===== config.mk =====
export PLATFORM = sky130hd
export DESIGN_NAME = mc_fp_controller
export DESIGN_NICKNAME = d
export VERILOG_FILES = /design/src/rtl/mc_fp_controller.sv
export SDC_FILE = /design/constraint.sdc
export NUM_CORES = 1
export LEC_CHECK = 0
export BUFFER_PORTS_ARGS = -buffer_cell sky130_fd_sc_hd__buf_4
export CAP_MARGIN = 20
export CORE_MARGIN = 2
export CORE_UTILIZATION = 45
export DETAILED_ROUTE_END_ITERATION = 7
export PLACE_DENSITY_LB_ADDON = 0.05
export SYNTH_ARGS = -nofsm -noshare
export SYNTH_HDL_FRONTEND = slang
export SYNTH_SLANG_ARGS = --single-unit

===== constraint.sdc =====
create_clock -name clk -period 1.8 [get_ports clk]
set_input_delay 0.09 -clock clk [delete_from_list [all_inputs] [get_ports clk]]
set_output_delay 0.09 -clock clk [all_outputs]
set_load 0.02 [all_outputs]

===== src/rtl/mc_fp_controller.sv =====
// Multicycle main controller for the ARM-subset core: Moore FSM sequencing fetch/decode/execute/writeback,
// integer ALU decoder, FP dispatch to an external FPU with start/done handshake and timeout, sticky fault.
module mc_fp_controller #(
  parameter int ALU_CTRL_W = 4,
  parameter int ENABLE_FP  = 1,
  parameter int FP_TIMEOUT = 16
) (
  input  logic                  clk,
  input  logic                  reset,
  input  logic [1:0]            Op,
  input  logic [5:0]            Funct,
  input  logic [3:0]            Rd,
  input  logic                  fpu_done,
  output logic                  IRWrite,
  output logic                  AdrSrc,
  output logic                  ALUSrcA,
  output logic [1:0]            ALUSrcB,
  output logic [1:0]            ResultSrc,
  output logic                  NextPC,
  output logic                  Branch,
  output logic                  RegW,
  output logic                  MemW,
  output logic [1:0]            ImmSrc,
  output logic [1:0]            RegSrc,
  output logic [ALU_CTRL_W-1:0] ALUControl,
  output logic [1:0]            FlagW,
  output logic                  mov,
  output logic                  PCS,
  output logic                  fpu_start,
  output logic                  fp_busy,
  output logic                  fault
);

  typedef enum logic [3:0] {
    S_FETCH, S_DECODE, S_MEMADR, S_MEMREAD, S_MEMWB, S_MEMWRITE, S_EXECR,
    S_EXECI, S_ALUWB, S_BRANCH, S_FPEXEC, S_FPWB, S_FAULT
  } state_t;

  localparam logic [3:0] ALU_ADD  = 4'b0000;
  localparam logic [3:0] ALU_SUB  = 4'b0001;
  localparam logic [3:0] ALU_AND  = 4'b0010;
  localparam logic [3:0] ALU_ORR  = 4'b0011;
  localparam logic [3:0] ALU_MUL  = 4'b0100;
  localparam logic [3:0] ALU_FADD = 4'b1000;
  localparam logic [3:0] ALU_FMUL = 4'b1001;
  localparam logic [7:0] TMO_LAST = 8'(FP_TIMEOUT - 1);

  state_t     state_q, state_d;
  logic [7:0] cnt_q, cnt_d;
  logic       fpu_start_q, fpu_start_d;

  logic [3:0] cmd;
  logic       dp_ok, dp_cmp, dp_mov, dp_addsub, fp_ok, writes_rd;
  logic [3:0] dp_code, fp_code, alu_ctl;

  assign cmd = Funct[4:1];

  // Integer and FP command decode; shared by DECODE dispatch and execute-state outputs
  always_comb begin
    dp_ok     = 1'b1;
    dp_cmp    = 1'b0;
    dp_mov    = 1'b0;
    dp_addsub = 1'b0;
    dp_code   = ALU_ADD;
    case (cmd)
      4'b0100: dp_addsub = 1'b1;
      4'b0010: begin dp_code = ALU_SUB; dp_addsub = 1'b1; end
      4'b0000: dp_code = Funct[5] ? ALU_AND : ALU_MUL;
      4'b1100: dp_code = ALU_ORR;
      4'b1101: dp_mov = 1'b1;
      4'b1010: begin dp_code = ALU_SUB; dp_addsub = 1'b1; dp_cmp = 1'b1; end
      default: dp_ok = 1'b0;
    endcase
    fp_ok   = (cmd == 4'b0000) || (cmd == 4'b0001);
    fp_code = (cmd == 4'b0001) ? ALU_FMUL : ALU_FADD;
  end

  always_comb begin
    state_d     = state_q;
    cnt_d       = cnt_q;
    fpu_start_d = 1'b0;
    case (state_q)
      S_FETCH:    state_d = S_DECODE;
      S_DECODE: begin
        case (Op)
          2'b00:   state_d = !dp_ok ? S_FAULT : (Funct[5] ? S_EXECI : S_EXECR);
          2'b01:   state_d = S_MEMADR;
          2'b10:   state_d = S_BRANCH;
          default: state_d = ((ENABLE_FP != 0) && fp_ok) ? S_FPEXEC : S_FAULT;
        endcase
      end
      S_MEMADR:   state_d = Funct[0] ? S_MEMREAD : S_MEMWRITE;
      S_MEMREAD:  state_d = S_MEMWB;
      S_MEMWB:    state_d = S_FETCH;
      S_MEMWRITE: state_d = S_FETCH;
      S_EXECR:    state_d = S_ALUWB;
      S_EXECI:    state_d = S_ALUWB;
      S_ALUWB:    state_d = S_FETCH;
      S_BRANCH:   state_d = S_FETCH;
      S_FPEXEC: begin
        // A done seen on the last allowed cycle still completes normally
        if (fpu_done)               state_d = S_FPWB;
        else if (cnt_q == TMO_LAST) state_d = S_FAULT;
        else                        cnt_d = cnt_q + 8'd1;
      end
      S_FPWB:     state_d = S_FETCH;
      S_FAULT:    state_d = S_FAULT;
      default:    state_d = S_FAULT;
    endcase
    if ((state_d == S_FPEXEC) && (state_q != S_FPEXEC)) begin
      fpu_start_d = 1'b1;
      cnt_d       = '0;
    end
  end

  always_ff @(posedge clk or posedge reset) begin
    if (reset) begin
      state_q     <= S_FETCH;
      cnt_q       <= '0;
      fpu_start_q <= 1'b0;
    end else begin
      state_q     <= state_d;
      cnt_q       <= cnt_d;
      fpu_start_q <= fpu_start_d;
    end
  end

  // Moore outputs decoded from the state register
  always_comb begin
    IRWrite   = 1'b0;
    AdrSrc    = 1'b0;
    ALUSrcA   = 1'b0;
    ALUSrcB   = 2'b00;
    ResultSrc = 2'b00;
    NextPC    = 1'b0;
    Branch    = 1'b0;
    RegW      = 1'b0;
    MemW      = 1'b0;
    FlagW     = 2'b00;
    mov       = 1'b0;
    alu_ctl   = ALU_ADD;
    case (state_q)
      S_FETCH: begin
        IRWrite = 1'b1; ALUSrcA = 1'b1; ALUSrcB = 2'b10; ResultSrc = 2'b10; NextPC = 1'b1;
      end
      S_DECODE: begin
        ALUSrcA = 1'b1; ALUSrcB = 2'b10; ResultSrc = 2'b10;
      end
      S_MEMADR:   ALUSrcB = 2'b01;
      S_MEMREAD:  AdrSrc = 1'b1;
      S_MEMWB:    begin ResultSrc = 2'b01; RegW = 1'b1; end
      S_MEMWRITE: begin AdrSrc = 1'b1; MemW = 1'b1; end
      S_EXECR, S_EXECI: begin
        ALUSrcB = (state_q == S_EXECI) ? 2'b01 : 2'b00;
        alu_ctl = dp_code;
        mov     = dp_mov;
        FlagW   = dp_cmp ? 2'b11 : {Funct[0], Funct[0] & dp_addsub};
      end
      S_ALUWB:    RegW = !dp_cmp;
      S_BRANCH:   begin ALUSrcB = 2'b01; ResultSrc = 2'b10; Branch = 1'b1; end
      S_FPEXEC:   alu_ctl = fp_code;
      S_FPWB:     begin ResultSrc = 2'b11; RegW = 1'b1; FlagW = {Funct[0], 1'b0}; end
      default:    ;
    endcase
  end

  assign writes_rd  = ((Op == 2'b00) && (cmd != 4'b1010)) || ((Op == 2'b01) && Funct[0]) || (Op == 2'b11);
  assign PCS        = ((Rd == 4'd15) && writes_rd) || (Op == 2'b10);
  assign ImmSrc     = Op;
  assign RegSrc     = {Op == 2'b01, Op == 2'b10};
  assign ALUControl = ALU_CTRL_W'(alu_ctl);
  assign fpu_start  = fpu_start_q;
  assign fp_busy    = (state_q == S_FPEXEC);
  assign fault      = (state_q == S_FAULT);

endmodule


==> impl_results.md <==
* Critical path fanouts, max at 5
* Layout cell share with drive strength beyond 1 at a little over two fifths
* Full die area at about 3100 sq um
* Synth Net Count at 161
* Post-synthesis simple-gate area fraction at between 30% and 40%
* TritonCTS clock tree: yes
* Min Clock Period, post-route at between 1500 and 2000 ps
* Final worst-path cycle share at 103%
* Synth warn at 0
* Port buffer count at 40
* M1 GR Usage at between 20% and 30%
* Area grow syn2layout at 41.6%
* Mapped cell area at ~1200 sq um
* Routed Antenna Nets at 0
* Final GP Congestion at 0.828
* M2 GR Usage at about two fifths
* Layout fillers at 210
* Die Span X at 55.9 um
* Area of the multi-input gates at approximately 840 sq um
* Largest net degree at the start of global routing at 14
* Hold Path Cell Cnt at 4
* Failing checks: setup timing
* Clock Pin Slew Worst Setup and Hold Paths at roughly 80 ps
* Yosys top cell area share at 26.8%
* DPL Wire Length at about 2.4 mm
* DR vias/cell at 5.52
* Met3 Track Usage GR at under 10%
* Total gr overflow at 0
* Critical path class: reg -> reg
* Leading area contributor after synthesis: dfrtp_1
* Worst VDD drop at about 1.2 mV
* Req. time, crit path at 1970 ps
* Reg2Reg Depth at 6
* CTS root buf: clkbuf_4
* Vias in the first global route at ~1,200
* Sink Count at 13
* Worst setup SP type: flip-flop
* Initial core utilization at about half
* Mux share of post-synthesis cell area at around 2.5%
* Storage cell area at 328 sq um
* Site Rows at 18
* All-Layer GR Usage at between 20% and 30%
* Worst Tran Pin Value at between 500 and 600 ps
* Boundary Pins at 41
* Unrepaired setup endpoints after global routing: true
* Syn Area/Cell at about 8.4 sq um
* Wire per inst at 14.1 um
* Outcome: finished, violations left
* N_diodes at 0
* Initial antenna violation count at 0
* Final WL at roughly 3.2 mm
* Final Hold Viols at 0
* Fin worst setup slack at -55.1 ps
* Post-route cell area at between 1500 and 2000 sq um
* First-pass GRT wire length at roughly 5.3 mm
* Post-synthesis register bit count at 13
* Worst-Skew Late Latency at 290 ps
* Async SR Flop Fraction at between 90% and 100%
* P_leak at ~0.80 nW
* Worst Path Arrival at 2020 ps
* Syn Inst Count at 145
* Worst Hold Class: in -> reg
* DR iter-0 viols at 35
* Synth Area in Compound Gates at a little under a quarter
* Placement Cell Area at roughly 1600 sq um
* H-tree depth at 1
* Largest family of logic cells by synthesized area: simple AND/OR/NAND/NOR gates
* Post-Synth XOR/XNOR Area at under 10%
* Gr busiest metal: met2
* CTS Buf Count at 3
* Synth top area cells: dfrtp_1, a21oi_1, buf_4
* Synth Area in Adders at a little over 1%
* PwrDens at 1170 nW/um^2
* Max cap viols at 0
* Total power at 2.02 mW
* Prevailing post-synth register cell: dfrtp_1
* Via count at around 1,300
* Post-synthesis sequential area ratio at approximately 27%
* CP endpoint kind: flip-flop
* Rel. slew slack at between 60% and 70%
* DRC violations left at 0
* Final Max Tran Viols at 0
* Setup Viol. Count Final at 9
* Clock skew at 0.506 ps
* Nets at about 220
* Core ar. at around 2500 sq um
* Post-synth EDFFs at 0
* Overall die height at around 56 um
* Synth unique cells at 45
* Clock tree buffer depth at 2
* Drt pass-1 iters at 4
* Highest clock rate at 539 MHz
## critical path: stages (launching register included)
cell	delay (ps)
dfrtp_1	400
ha_2	180
and3_4	150
and2_4	130
a2111o_1	450
a32oi_4	300
a21oi_1	120
## path summary, 6_finish.rpt
check | startpoint | slack, ps | to
setup / recovery | cnt_q[1]$_DFFE_PP0P_ | -60 | cnt_q[0]$_DFFE_PP0P_
hold / removal | fpu_done | 170 | state_q[2]$_DFF_PP0_
setup reg to reg | cnt_q[1]$_DFFE_PP0P_ | -60 | cnt_q[0]$_DFFE_PP0P_
hold reg to reg | cnt_q[2]$_DFFE_PP0P_ | 640 | cnt_q[2]$_DFFE_PP0P_
max in group asynchronous | reset | 1030 | state_q[2]$_DFF_PP0_
min in group asynchronous | reset | 390 | state_q[1]$_DFF_PP0_
## flip-flops by register name (all words and copies together) (netlist names)
signal,cells
cnt_q,8
fpu_start,1
state_q,4
## cells by family (layout without fill, tap and decap cells)
| kind of cell | Yosys count | after routing |
|---|---|---|
| simple gates | 61 | 61 |
| compound gates | 41 | 42 |
| buf+inv | 20 | 73 |
| flops | 13 | 13 |
| xor+xnor | 6 | 6 |
| mux | 3 | 3 |
| fa+ha+maj | 1 | 1 |
## placed cells by master, fill, tap and decap left out, types with 2 or more instances in the layout
| cell | n |
|---|---|
| and3_1 | 2 |
| a21oi_1 | 11 |
| nand2_1 | 12 |
| a211oi_2 | 2 |
| nand2b_1 | 5 |
| xor2_1 | 4 |
| mux2i_1 | 3 |
| inv_2 | 2 |
| buf_4 | 59 |
| nor2b_1 | 3 |
| a32oi_4 | 2 |
| dfrtp_1 | 11 |
| nand3_1 | 3 |
| xnor2_1 | 2 |
| clkbuf_4 | 3 |
| a31oi_1 | 2 |
| o31ai_1 | 5 |
| and4_1 | 2 |
| nor2_1 | 11 |
| dfrtp_2 | 2 |
| and2_1 | 3 |
| o21ai_0 | 8 |
| inv_1 | 6 |
| a21o_1 | 2 |
| nor3_1 | 4 |
| nand4_1 | 2 |
| a211oi_1 | 2 |
## timing repair
action	CTS	global route
endpoints found under the setup margin	11	12
hold buffers	1	0
buffers inserted	1	4
resized for setup	7	5
hold endpoints to repair	13	0
gates cloned	1	0
pin swaps	4	3
## power by group
group / switching [mW] / internal [mW] / total, mW
Clock: 0.107 / 0.0863 / 0.193
Sequential: 0.0815 / 0.349 / 0.431
Combinational: 0.757 / 0.635 / 1.39
Total: 0.945 / 1.07 / 2.02
## through the flow
step / setup slack [ps] / std cells / hold slack (ps) / utilization, % / TNS, ps
after floorplan: 6.31 / 145 / -33.0 / - / 0
after global placement: -16.0 / 218 / 134 / 62.8 / -31.1
after detailed placement: -79.2 / 218 / 153 / 62.8 / -577
after CTS: -38.4 / 225 / 175 / 66.0 / -239
after global routing: -115 / 229 / 211 / 68.1 / -839
final: -55.1 / 229 / 168 / 68.1 / -271
## synthesized netlist by cell type, types with 2 or more instances
| cell type | n |
|---|---|
| a211oi_1 | 3 |
| a21o_1 | 2 |
| a21oi_1 | 12 |
| a22oi_1 | 2 |
| a31oi_1 | 2 |
| and2_1 | 4 |
| and3_1 | 3 |
| and4_1 | 2 |
| buf_4 | 6 |
| buf_6 | 3 |
| dfrtp_1 | 13 |
| inv_1 | 7 |
| mux2i_1 | 3 |
| nand2_1 | 12 |
| nand2b_1 | 5 |
| nand3_1 | 4 |
| nand4_1 | 2 |
| nor2_1 | 12 |
| nor2b_1 | 3 |
| nor3_1 | 4 |
| nor4_1 | 2 |
| o21ai_0 | 8 |
| o31ai_1 | 5 |
| xnor2_1 | 2 |
| xor2_1 | 4 |
## routing by layer
| metal | share of wire, % | wire length [um] |
|---|---|---|
| met1 | 42 | 1350 |
| met2 | 51 | 1660 |
| met3 | 5.2 | 169 |
| met4 | 1.8 | 57 |
| met5 | 0 | 0 |
## layout make-up
type                       count  area share, %
multi-input combinational    113           48.8
timing repair buffer          61           26.7
sequential                    13           19.1
tap                           30           2.19
inverter                       8           1.75
clock buffer                   4           1.53
No activity file was read; power rests on OpenSTA's default activity.
